$ cat config.mk
export PLATFORM = sky130hd
export DESIGN_NAME = regfile_wb_arbiter
export DESIGN_NICKNAME = d
export VERILOG_FILES = /design/src/rtl/regwb_pkg.sv /design/src/rtl/rr_arbiter.sv /design/src/rtl/regfile_wb_arbiter.sv
export SDC_FILE = /design/constraint.sdc
export NUM_CORES = 1
export LEC_CHECK = 0
export CAP_MARGIN = 25
export CORE_UTILIZATION = 41
export CTS_CLUSTER_SIZE = 12
export DETAILED_ROUTE_END_ITERATION = 10
export PLACE_DENSITY_LB_ADDON = 0.05
export SYNTH_ARGS = -nofsm -noshare
export SYNTH_HDL_FRONTEND = slang
export SYNTH_SLANG_ARGS = --single-unit
$ cat constraint.sdc
create_clock -name clk -period 4.75 [get_ports clk]
set_clock_uncertainty 0.05 [all_clocks]
set_input_delay 1.425 -clock clk [delete_from_list [all_inputs] [get_ports clk]]
set_output_delay 1.425 -clock clk [all_outputs]
set_load 0.05 [all_outputs]
$ cat src/rtl/regwb_pkg.sv
// Shared types and constants for the register-file write-back arbiter.
package regwb_pkg;

    typedef logic [4:0]  reg_addr_t;
    typedef logic [31:0] word_t;

    typedef enum logic {
        ARB   = 1'b0,
        CLEAR = 1'b1
    } wbarb_state_t;

    localparam int NUM_REGS = 32;

endpackage

$ cat src/rtl/rr_arbiter.sv
// Combinational round-robin arbiter: searches upward from (ptr+1) mod N and
// returns a one-hot grant plus the granted index.
module rr_arbiter #(
    parameter int N     = 3,
    parameter int IDX_W = $clog2(N)
) (
    input  logic [N-1:0]     req,
    input  logic [IDX_W-1:0] ptr,
    output logic [N-1:0]     grant,
    output logic [IDX_W-1:0] grant_idx,
    output logic             grant_valid
);

    logic [IDX_W-1:0] w_idx;

    always_comb begin
        grant       = '0;
        grant_idx   = '0;
        grant_valid = 1'b0;
        w_idx       = '0;
        for (int k = 1; k <= N; k++) begin
            w_idx = IDX_W'((int'(ptr) + k) % N);
            if (!grant_valid && req[w_idx]) begin
                grant_valid  = 1'b1;
                grant_idx    = w_idx;
                grant[w_idx] = 1'b1;
            end
        end
    end

endmodule

$ cat src/rtl/regfile_wb_arbiter.sv
// Round-robin write-back arbiter plus r1..r31 clear sweep for the register file.
// Optional busy scoreboard enabled by defining WBARB_SCOREBOARD_EN.
module regfile_wb_arbiter
    import regwb_pkg::*;
#(
    parameter int N_REQ  = 3,
    parameter int DATA_W = 32,
    parameter int ADDR_W = 5
) (
    input  logic                      clk,
    input  logic                      rst,
    input  logic [N_REQ-1:0]          req_valid,
    input  logic [N_REQ*ADDR_W-1:0]   req_addr,
    input  logic [N_REQ*DATA_W-1:0]   req_data,
    output logic [N_REQ-1:0]          req_ready,
    input  logic                      clr_req,
    output logic                      clr_busy,
    output logic                      clr_done,
    output logic                      RegWrite,
    output logic [ADDR_W-1:0]         write_register,
    output logic [DATA_W-1:0]         write_data
`ifdef WBARB_SCOREBOARD_EN
    ,
    input  logic                      iss_valid,
    input  logic [ADDR_W-1:0]         iss_addr,
    output logic [NUM_REGS-1:0]       busy_mask
`endif
);

    localparam int IDX_W = $clog2(N_REQ);

    wbarb_state_t      r_state;
    wbarb_state_t      w_state_next;
    reg_addr_t         r_sweep_cnt;
    logic [IDX_W-1:0]  r_ptr;
    logic              r_reg_write;
    logic [ADDR_W-1:0] r_wr_reg;
    logic [DATA_W-1:0] r_wr_data;
    logic              r_clr_done;

    logic [ADDR_W-1:0] w_req_addr [N_REQ];
    logic [DATA_W-1:0] w_req_data [N_REQ];
    logic [N_REQ-1:0]  w_grant;
    logic [IDX_W-1:0]  w_grant_idx;
    logic              w_grant_valid;
    logic              w_arb_open;
    logic              w_accept;
    logic              w_sweep_last;

    genvar gi;
    generate
        for (gi = 0; gi < N_REQ; gi++) begin : g_unpack
            assign w_req_addr[gi] = req_addr[gi*ADDR_W +: ADDR_W];
            assign w_req_data[gi] = req_data[gi*DATA_W +: DATA_W];
        end
    endgenerate

    rr_arbiter #(
        .N     (N_REQ),
        .IDX_W (IDX_W)
    ) u_rr_arbiter (
        .req         (req_valid),
        .ptr         (r_ptr),
        .grant       (w_grant),
        .grant_idx   (w_grant_idx),
        .grant_valid (w_grant_valid)
    );

    assign w_sweep_last = (r_sweep_cnt == reg_addr_t'(NUM_REGS - 1));

    always_ff @(posedge clk or negedge rst) begin
        if (!rst) begin
            r_state <= ARB;
        end else begin
            r_state <= w_state_next;
        end
    end

    always_comb begin
        w_state_next = r_state;
        case (r_state)
            ARB:     if (clr_req) w_state_next = CLEAR;
            CLEAR:   if (w_sweep_last) w_state_next = ARB;
            default: w_state_next = ARB;
        endcase
    end

    // A pending clear request blocks every grant, and nothing is offered while reset is low.
    always_comb begin
        w_arb_open = rst && (r_state == ARB) && !clr_req;
        req_ready  = w_arb_open ? w_grant : '0;
        w_accept   = w_arb_open && w_grant_valid;
        clr_busy   = (r_state == CLEAR);
    end

    always_ff @(posedge clk or negedge rst) begin
        if (!rst) begin
            r_sweep_cnt <= '0;
            r_ptr       <= IDX_W'(N_REQ - 1);
        end else begin
            if (r_state == ARB && clr_req) begin
                r_sweep_cnt <= reg_addr_t'(1);
            end else if (r_state == CLEAR) begin
                r_sweep_cnt <= r_sweep_cnt + reg_addr_t'(1);
            end
            if (w_accept) begin
                r_ptr <= w_grant_idx;
            end
        end
    end

    // r0 accepts are real handshakes; only the enable is suppressed.
    always_ff @(posedge clk or negedge rst) begin
        if (!rst) begin
            r_reg_write <= 1'b0;
            r_wr_reg    <= '0;
            r_wr_data   <= '0;
            r_clr_done  <= 1'b0;
        end else begin
            r_clr_done <= (r_state == CLEAR) && w_sweep_last;
            if (w_accept) begin
                r_reg_write <= (w_req_addr[w_grant_idx] != '0);
                r_wr_reg    <= w_req_addr[w_grant_idx];
                r_wr_data   <= w_req_data[w_grant_idx];
            end else if (r_state == CLEAR) begin
                r_reg_write <= 1'b1;
                r_wr_reg    <= ADDR_W'(r_sweep_cnt);
                r_wr_data   <= '0;
            end else begin
                r_reg_write <= 1'b0;
            end
        end
    end

    assign RegWrite       = r_reg_write;
    assign write_register = r_wr_reg;
    assign write_data     = r_wr_data;
    assign clr_done       = r_clr_done;

`ifdef WBARB_SCOREBOARD_EN
    logic [NUM_REGS-1:0] r_busy;

    // Issue beats a same-cycle commit to the same register.
    generate
        for (gi = 0; gi < NUM_REGS; gi++) begin : g_busy
            always_ff @(posedge clk or negedge rst) begin
                if (!rst) begin
                    r_busy[gi] <= 1'b0;
                end else if (r_state == CLEAR) begin
                    r_busy[gi] <= 1'b0;
                end else if ((gi != 0) && iss_valid && (iss_addr == ADDR_W'(gi))) begin
                    r_busy[gi] <= 1'b1;
                end else if (r_reg_write && (r_wr_reg == ADDR_W'(gi))) begin
                    r_busy[gi] <= 1'b0;
                end
            end
        end
    endgenerate

    assign busy_mask = r_busy;
`endif

endmodule

==> results.md, run 1 <==
- Status: completed
- Setup violators final: 0
- Leakage: 0.001894 uW
- CP endpoint: req_ready[1]
- Root buf cell: clkbuf_8
- Synthesized area: 2721 um2
- Worst Hold Class: reg -> reg
- Non-Filler Instances: 500
- Max Clk Rate: 216.9 MHz
- Peak supply drop: 322.5 uV
- Die Span Y: 83.47 um
- Skew-Pair Late Insertion Delay: 290 ps
- PnR worst setup slack: 140.5 ps
- Largest net degree at the start of global routing: 48
- Core area: 6386 um2
- Main flop type after synthesis: dfrtp_1
- Number of core rows: 29
- Unique masters post-synth: 46
- Detail Route Antenna Nets: 0
- Slowest cell on crit path: clkdlybuf4s50_1
- Via density: 5.504
- Synth warnings: 0
- Placed Cells incl. Taps: 493
- RSZ-0062 raised after global routing: no
- Max-slew violation total from the final report: 0
- Worst Path Required: 3270 ps
- Crit. path cell count: 8
- Initial core utilization: 0.4261
- Final wirelength: 8249 um
- EDFF count, synth: 0
- Layout fillers: between 500 and 600
- Dpl ws: roughly 5.2 ps
- Die area: between 6000 and 7000 um2
- Post-DP HPWL: 6175 um
- Global-route wire length before repair: 13250 um
- Area grow syn2layout: 66.62%
- Setup tns final: 0 ps
- Port bufs: 159
- Wire per inst: 16.50 um
- R2R depth: 9
- Vias in the first global route: 2719
- Post-Synthesis Mean Instance Area: about 10 um2
- Endpoints failing hold: 0
- CP max FO: 6
- Worst-path cell chain: clkdlybuf4s50_1 > mux2i_1 > o22ai_2 > nor2_2 > a22oi_1 > o21ai_1 > nor2b_4 > buf_12
- CTS Hold Bufs: 0
- # diodes: 0
- CP Capture Type: output port
- Setup crit start kind: input port
- Worst r2r src: r_ptr[0]
- GRT Total Usage: 0.2384
- Share of layout cells above drive strength 1: 0.07329
- Crit path buffers/inverters: 2
- Nets@finish: between 500 and 600
- CTS tree: yes
- FF-to-FF End: write_data[25]
- Hold_sp: write_register[0]
- CTS H-tree lvls: 2
- Hold WS: 461.5 ps
- DR pass1 iterations: 4
- Reg-to-reg setup timing slack: 1790 ps
- CTS max path bufs: 2
- Worst-margin pin slew: 604.5 ps
- Synth Instances: 266
- Vias: 2752
- Critical path launch point: req_valid[1]
- Worst-path clk slew: 80 ps
- Total clock buffers created by CTS: 5
- Initial antenna violation count: 0
- Critical path data arrival time: 3130 ps
- Detailed Route Iter0 Violations: 151
- Slew HR: 0.5970
- DRC Markers: 0
- P per Cell Area: 438.3 nW/um2
- IO Count: 160
- Tmin final: 4609 ps
- CP max stage delay: about 490 ps
- Post-Syn Nets: ~390
- Setup CP Type: in -> out
- CTS Sinks: 47
- Period utilization: 0.9704
- Critical path's top delay family: buffers and inverters
- Final Wtd Congestion: 0.8396
- Synth Register Bits: 47
- Async S/R FF share, synth: 1.000
- Setup Buffers After CTS: 0
- Max Cap Viol: 0
- Gr ovfl total: 0
- Sequential share of the synthesized area: 0.4326
- Post-cts gate resize count: 1
- Chip width: 83.47 um
-- where the power goes --
part	internal [uW]	total, uW	leakage (uW)	switching (uW)
clock	154	286	0.0000513	132
sequential	471	532	0.000621	61.7
combinational	526	1170	0.00122	643
total	1150	1990	0.00189	836
-- synthesized netlist by cell type (2+ instances only) --
cell | instances | area [um2]
clkbuf_1 | 10 | 37.54
and2_1 | 2 | 12.51
a22oi_1 | 34 | 255.2
nand2b_1 | 3 | 18.77
o221ai_1 | 3 | 26.28
buf_6 | 3 | 33.78
a21o_1 | 2 | 15.01
nand2_1 | 12 | 45.04
o211ai_1 | 4 | 30.03
a31oi_1 | 2 | 12.51
dfrtp_1 | 46 | 1151
nor3_1 | 2 | 10.01
nor2b_1 | 4 | 25.02
ha_1 | 6 | 75.07
buf_2 | 6 | 30.03
mux2_1 | 2 | 22.52
o21ai_0 | 40 | 200.2
nor2_1 | 9 | 33.78
inv_1 | 6 | 22.52
a22o_1 | 2 | 17.52
a21oi_1 | 4 | 20.02
o2111ai_1 | 2 | 17.52
mux2i_1 | 39 | 390.4
-- worst min-delay path by stage --
stage | end | cells after the start | slack [ps]
5_1_grt | write_data[25] | 2 | 500
6_report | write_register[0] | 2 | 460
3_3_place_gp | write_register[0] | 2 | 440
3_5_place_dp | write_register[0] | 2 | 450
2_1_floorplan | r_sweep_cnt[4] | 1 | 440
4_1_cts | write_register[0] | 2 | 470
-- stage by stage --
stage / total power, uW / cell area (um2) / utilization
2_1_floorplan: 1368 / 2721 / -
3_3_place_gp: 1672 / 4410 / 0.6906
3_5_place_dp: 1693 / 4410 / 0.6906
4_1_cts: 1983 / 4516 / 0.7071
5_1_grt: 2118 / 4534 / 0.7100
6_report: 1987 / 4534 / 0.7100
-- layout by cell type, fill, tap and decap left out, types with 2 or more instances in the layout --
cell type        count
nor2b_1              3
a22o_1               2
nand2_1             12
buf_12               3
mux2i_1             39
a21oi_1              4
o221ai_1             3
a22oi_1             34
clkdlybuf4s50_1    155
inv_1                6
o21ai_0             39
nor3_1               2
o211ai_1             4
clkbuf_8             5
o2111ai_1            2
nand2b_1             3
buf_4               10
dfrtp_1             46
mux2_1               2
nor2_1               7
a21o_1               2
a31oi_1              2
and2_1               2
nor2_2               2
ha_1                 6
-- routing by layer --
layer / part of all wire / vias to the layer above / GRT usage
met5: 0 / - / 0
met4: 0.0096 / 0 / 0.05239
met1: 0.41 / 1307 / 0.2970
met2: 0.52 / 116 / 0.4158
li1: - / 1320 / -
met3: 0.066 / 9 / 0.06330
-- final cells by class --
class	count	area, um2	share of cell area
well taps	77	96.34	0.02125
repair buffers	169	1692	0.3731
multi-input cells	194	1444	0.3184
clock inverters	1	30.03	0.006623
clock buffers	6	72.57	0.01600
flip-flops and latches	47	1177	0.2597
inverters	6	22.52	0.004967
-- flip-flops by register name, summed over array words and instances, names as in the netlist --
name / cells
r_ptr: 2
clr_done: 1
r_sweep_cnt: 5
RegWrite: 1
clr_busy: 1
write_register: 5
write_data: 32
-- worst reg2reg max path: stages, from the launching register on --
cell,delay [ps]
dfrtp_1,410
inv_1,80
ha_1,490
nand2_1,180
o22a_1,280
mux2_4,340
o21ai_4,280
buf_4,380
mux2i_1,270
o21ai_0,90
-- kinds of logic after synthesis --
kind of cell,count (synthesis),share of synthesized area
compound gates,105,0.2570
flops,47,0.4326
mux,43,0.1614
simple gates,38,0.06942
buf+inv,25,0.04552
fa+ha+maj,6,0.02759
xor+xnor,2,0.006438
No activity file was read; power rests on OpenSTA's default activity.
==> run 2: changes to the inputs <==
CORE_MARGIN = 2   (was default)
==> run 2 against run 1 <==
Power decreased by 3.1%. Fmax decreased by 1.2%. Core utilization decreased by 0.35 points. Combinational power is essentially flat. Wire length grew 1.7%. Cell area down 0.50%. Flip-flop and latch count is the same. Via count decreased by 0.62%. Global-route usage is 1.1 points lower. Critical path type unchanged. Highest routed layer unchanged.
==> results.md, run 2 (synthesis results as in run 1) <==
- Status: completed
- CP max FO: 6
- Number of core rows: 29
- Net Sw Frac: 0.4300
- Root buf cell: clkbuf_8
- Slew HR: 0.5926
- Detail Route Antenna Nets: 0
- PnR worst setup slack: 83.30 ps
- Nets@finish: roughly 550
- Die area: 7305 um2
- CP Capture Type: output port
- Non-Filler Instances: 502
- Max Cap Viol: 0
- Layout fillers: about 530
- Detailed Route Iter0 Violations: 88
- Setup CP Type: in -> out
- GRT Total Usage: 0.2274
- Max-slew violation total from the final report: 0
- Critical path data arrival time: 3190 ps
- Port bufs: 159
- FF-to-FF End: RegWrite
- Share of layout cells above drive strength 1: 0.07059
- Setup crit start kind: input port
- Clock power share: 0.124
- Post-DP HPWL: 6349 um
- Most common cell after layout, fill and taps aside: clkdlybuf4s50_1
- Chip width: 85.47 um
- Global-route wire length before repair: approximately 13000 um
- IO Count: 160
- CTS Hold Bufs: 0
- Setup violators final: 0
- Worst Path Required: 3270 ps
- Leakage: 0.001887 uW
- DRC Markers: 0
- Vias in the first global route: 2700
- Vias: 2735
- Worst r2r src: r_ptr[1]
- Final wirelength: 8387 um
- Gr ovfl total: 0
- Max Clk Rate: 214.3 MHz
- Gate power share: 0.600
- Period utilization: 0.9825
- P per Cell Area: approximately 430 nW/um2
- Via density: about 5.4
- Max reg flops: 32
- Worst Hold Class: reg -> reg
- Sequential share of power: 0.276
- Reg-to-reg setup timing slack: around 1700 ps
- CTS Sinks: 47
- Tmin final: around 4700 ps
- CTS tree: yes
- Worst Hold Depth: 2
- Sw power: 828.1 uW
- CP endpoint: req_ready[0]
- Cell internal pwr: 1098 uW
- Core area: 6386 um2
- Initial antenna violation count: 0
- Critical path launch point: req_valid[2]
- Worst-margin pin slew: 611.1 ps
- CTS max path bufs: 2
- Worst-path clk slew: 90 ps
- Largest net degree at the start of global routing: 48
- Peak supply drop: approximately 350 uV
- Final Wtd Congestion: 0.9106
- CTS H-tree lvls: 2
- R2R depth: 10
- Wire per inst: 16.71 um
- Final Cell Area: 4512 um2
- # diodes: 0
- Total clock buffers created by CTS: 5
- Skew-Pair Late Insertion Delay: 300 ps
- Area post-placement: 4410 um2
- Endpoints failing hold: 0
- Placed Cells incl. Taps: 493
- Die Span Y: 85.47 um
- Most frequent cells in the layout: 155 x clkdlybuf4s50_1, 46 x dfrtp_1, 39 x mux2i_1, 39 x o21ai_0, 34 x a22oi_1
- Initial core utilization: 0.4261
- Area grow syn2layout: 65.79%
- Hold WS: 470.7 ps
- DR pass1 iterations: 5
- Dpl ws: ~36 ps
-- run 2: cell types whose count changed in the layout (fill, tap and decap cells not counted), sizes merged --
cell    before  now
buf         14   15
bufinv       1    0
clkbuf       6    7
clkinv       0    1
-- run 2: through the flow --
step / util / power (uW) / setup TNS, ps
finish: 0.7065 / 1926 / 0
global route: 0.7065 / 2056 / -23.31
CTS: 0.7034 / 1931 / 0
detailed placement: 0.6906 / 1687 / 0
global placement: 0.6906 / 1671 / 0
floorplan: - / 1368 / 0
-- run 2: per-layer routing --
layer	GRT usage	part of all wire	vias to the layer above
li1	-	-	1316
met1	0.2688	0.39	1291
met2	0.3977	0.52	120
met3	0.07685	0.083	8
met4	0.05483	0.011	0
met5	0	0	-
-- run 2: area by class of cell --
type / instances / area [um2] / share of cell area
flip-flops and latches: 47 / 1177 / 0.2610
inverters: 6 / 22.52 / 0.004992
multi-input cells: 194 / 1435 / 0.3181
well taps: 77 / 96.34 / 0.02135
repair buffers: 170 / 1699 / 0.3766
clock inverters: 1 / 5.005 / 0.001109
clock buffers: 7 / 76.32 / 0.01692
-- run 2: worst max-delay path: stages --
cell	delay [ps]
clkdlybuf4s50_1	580
nand2_1	120
o22ai_1	350
nor2_1	130
a221oi_1	310
a211oi_2	110
buf_12	160
-- run 2: power by group through the flow --
stage	sequential [uW]	clock [uW]	combinational, uW
floorplan	654	0	714
finish	531	239	1160
detailed placement	540	0	1150
CTS	532	247	1150
global placement	537	0	1130
global route	541	264	1250
-- run 2: worst min path at each step --
stage | to | start
6_report | write_data[3] | write_data[3]
5_1_grt | write_data[22] | write_data[22]
4_1_cts | write_data[22] | write_data[22]
3_5_place_dp | write_data[3] | write_data[3]
3_3_place_gp | write_register[0] | write_register[0]
2_1_floorplan | r_sweep_cnt[4] | r_sweep_cnt[4]
-- run 2: repair_timing --
action	4_1_cts	5_1_grt
gates resized for setup	0	4
endpoints found under the hold margin	0	0
buffers inserted	0	1
setup endpoints to repair	0	3
==> run 3: changes to the inputs <==
MAX_ROUTING_LAYER = met4   (was default)
==> run 3 against run 2 <==
Non-clock buffer count unchanged. Via count decreased by 0.26%. Critical path type unchanged. Clock-buffer cell count is the same. Power down 0.11%. Sequential share of layout area unchanged. Sequential power about the same. Die area unchanged. Hold slack lost 1.3 ps.
==> results.md, run 3 (synthesis results as in run 1) <==
- Detail Route Antenna Nets: 0
- Share of layout cells above drive strength 1: 0.07059
- Via density: 5.434
- CP max FO: 6
- Leakage: 0.001887 uW
- CP Capture Type: output port
- Area grow syn2layout: 65.79%
- Critical path data arrival time: between 3000 and 4000 ps
- Port bufs: about 160
- Setup crit start kind: input port
- Total clock buffers created by CTS: 5
- R2R depth: 10
- FF-to-FF End: RegWrite
- CTS Sinks: 47
- Worst-path cell chain: clkdlybuf4s50_1 > nand2_1 > o22ai_1 > nor2_1 > a221oi_1 > a211oi_2 > buf_12
- Period utilization: 0.9831
- Initial antenna violation count: 0
- Critical path launch point: req_valid[2]
- GRT Total Usage: 0.2343
- Slew HR: 0.5960
- Peak supply drop: around 350 uV
- Reg-to-reg setup timing slack: 1700 ps
- Worst Hold End: write_data[3]
- Vias: 2728
- Worst-margin pin slew: 606.0 ps
- Max-slew violation total from the final report: 0
- Most frequent cells in the layout: 155 x clkdlybuf4s50_1, 46 x dfrtp_1, 39 x mux2i_1, 39 x o21ai_0, 34 x a22oi_1
- Core area: 6386 um2
- Hold_sp: write_data[3]
- P per Cell Area: around 430 nW/um2
- Max Clk Rate: 214.2 MHz
- Wire per inst: 16.67 um
- # diodes: 0
- CTS tree: yes
- Global-route wire length before repair: 13100 um
- Setup CP Type: in -> out
- Root buf cell: clkbuf_8
- Die Span Y: 85.47 um
- Status: completed
- Worst Hold Class: reg -> reg
- Max reg flops: 32
- Most common cell after layout, fill and taps aside: clkdlybuf4s50_1
- Post-DP HPWL: 6349 um
- Die area: 7305 um2
- Slowest cell on crit path: clkdlybuf4s50_1
- Nets@finish: 547
- DRC Markers: 0
- Initial core utilization: 0.4261
- Area of the multi-input gates: 1435 um2
- Largest net degree at the start of global routing: 48
- Layout fillers: roughly 530
- Final Wtd Congestion: 0.9264
- DR pass1 iterations: 4
- CP max stage delay: 570 ps
- Skew-Pair Late Insertion Delay: ~300 ps
- Setup violators final: 0
- Worst Path Required: roughly 3300 ps
- Worst-path clk slew: 90 ps
- Vias in the first global route: 2692
- Total power: just under 2000 uW
- IO Count: 160
- Gr ovfl total: 0
- FF+latch area: approximately 1200 um2
- CTS max path bufs: 2
- Tmin final: roughly 4700 ps
- Number of core rows: 29
- Final wirelength: between 8000 and 9000 um
- Endpoints failing hold: 0
- Final Util: 0.7065
- Chip width: 85.47 um
- Max Cap Viol: 0
- Detailed Route Iter0 Violations: 108
- CTS H-tree lvls: 2
- CTS Hold Bufs: 0
- Worst Hold Depth: 2
- Worst r2r src: r_ptr[1]
run 3: worst max-delay path by stage:
| stage | end | slack, ps | cells after the start |
|---|---|---|---|
| finish | req_ready[0] | 80 | 7 |
| global route | req_ready[2] | -20 | 8 |
| CTS | req_ready[1] | 10 | 8 |
| detailed placement | req_ready[1] | 40 | 8 |
| global placement | req_ready[1] | 70 | 7 |
| floorplan | req_ready[0] | 50 | 5 |
run 3: cell type report:
type	instances	share of cell area
Timing Repair Buffer	170	0.3766
Multi-Input combinational cell	194	0.3181
Sequential cell	47	0.2610
Tap cell	77	0.02135
Clock buffer	7	0.01692
Inverter	6	0.004992
Clock inverter	1	0.001109
run 3: worst max-delay path: cells and delay by family:
| family | cells | cell delay (ps) |
|---|---|---|
| buffers and inverters | 2 | 730 |
| AOI/OAI and AO/OA | 3 | 780 |
| and+or+nand+nor | 2 | 250 |
run 3: per-layer routing:
| metal | part of all wire | track usage | routed length (um) | vias up |
|---|---|---|---|---|
| li1 | - | - | - | 1320 |
| met1 | 0.40 | 0.2799 | 3335 | 1289 |
| met2 | 0.51 | 0.3949 | 4310 | 111 |
| met3 | 0.075 | 0.06323 | 629 | 8 |
| met4 | 0.011 | 0.05483 | 95 | 0 |
| met5 | 0 | - | 0 | - |
run 3: timing repair:
action | in CTS | in global routing
gates resized for setup | 0 | 4
hold endpoints to repair | 0 | 0
endpoints found under the setup margin | 0 | 3
buffers inserted | 0 | 1
run 3: power breakdown:
part | total (uW) | leakage [uW] | internal, uW | switching [uW]
clock network | 238 | 0.0000422 | 104 | 134
logic | 1160 | 0.00122 | 523 | 632
registers | 531 | 0.000621 | 471 | 60.0
run 3: metrics by stage:
stage | cell area, um2 | instances | hold WS, ps | TNS [ps] | setup slack, ps
final | 4512 | 502 | 469.4 | 0 | 80.46
after global routing | 4512 | 502 | 493.0 | -23.10 | -20.13
after CTS | 4492 | 501 | 476.4 | 0 | 10.53
after detailed placement | 4410 | 493 | 458.1 | 0 | 36.32
after global placement | 4410 | 493 | 439.4 | 0 | 72.86
after floorplan | 2721 | 266 | 441.8 | 0 | 47.18
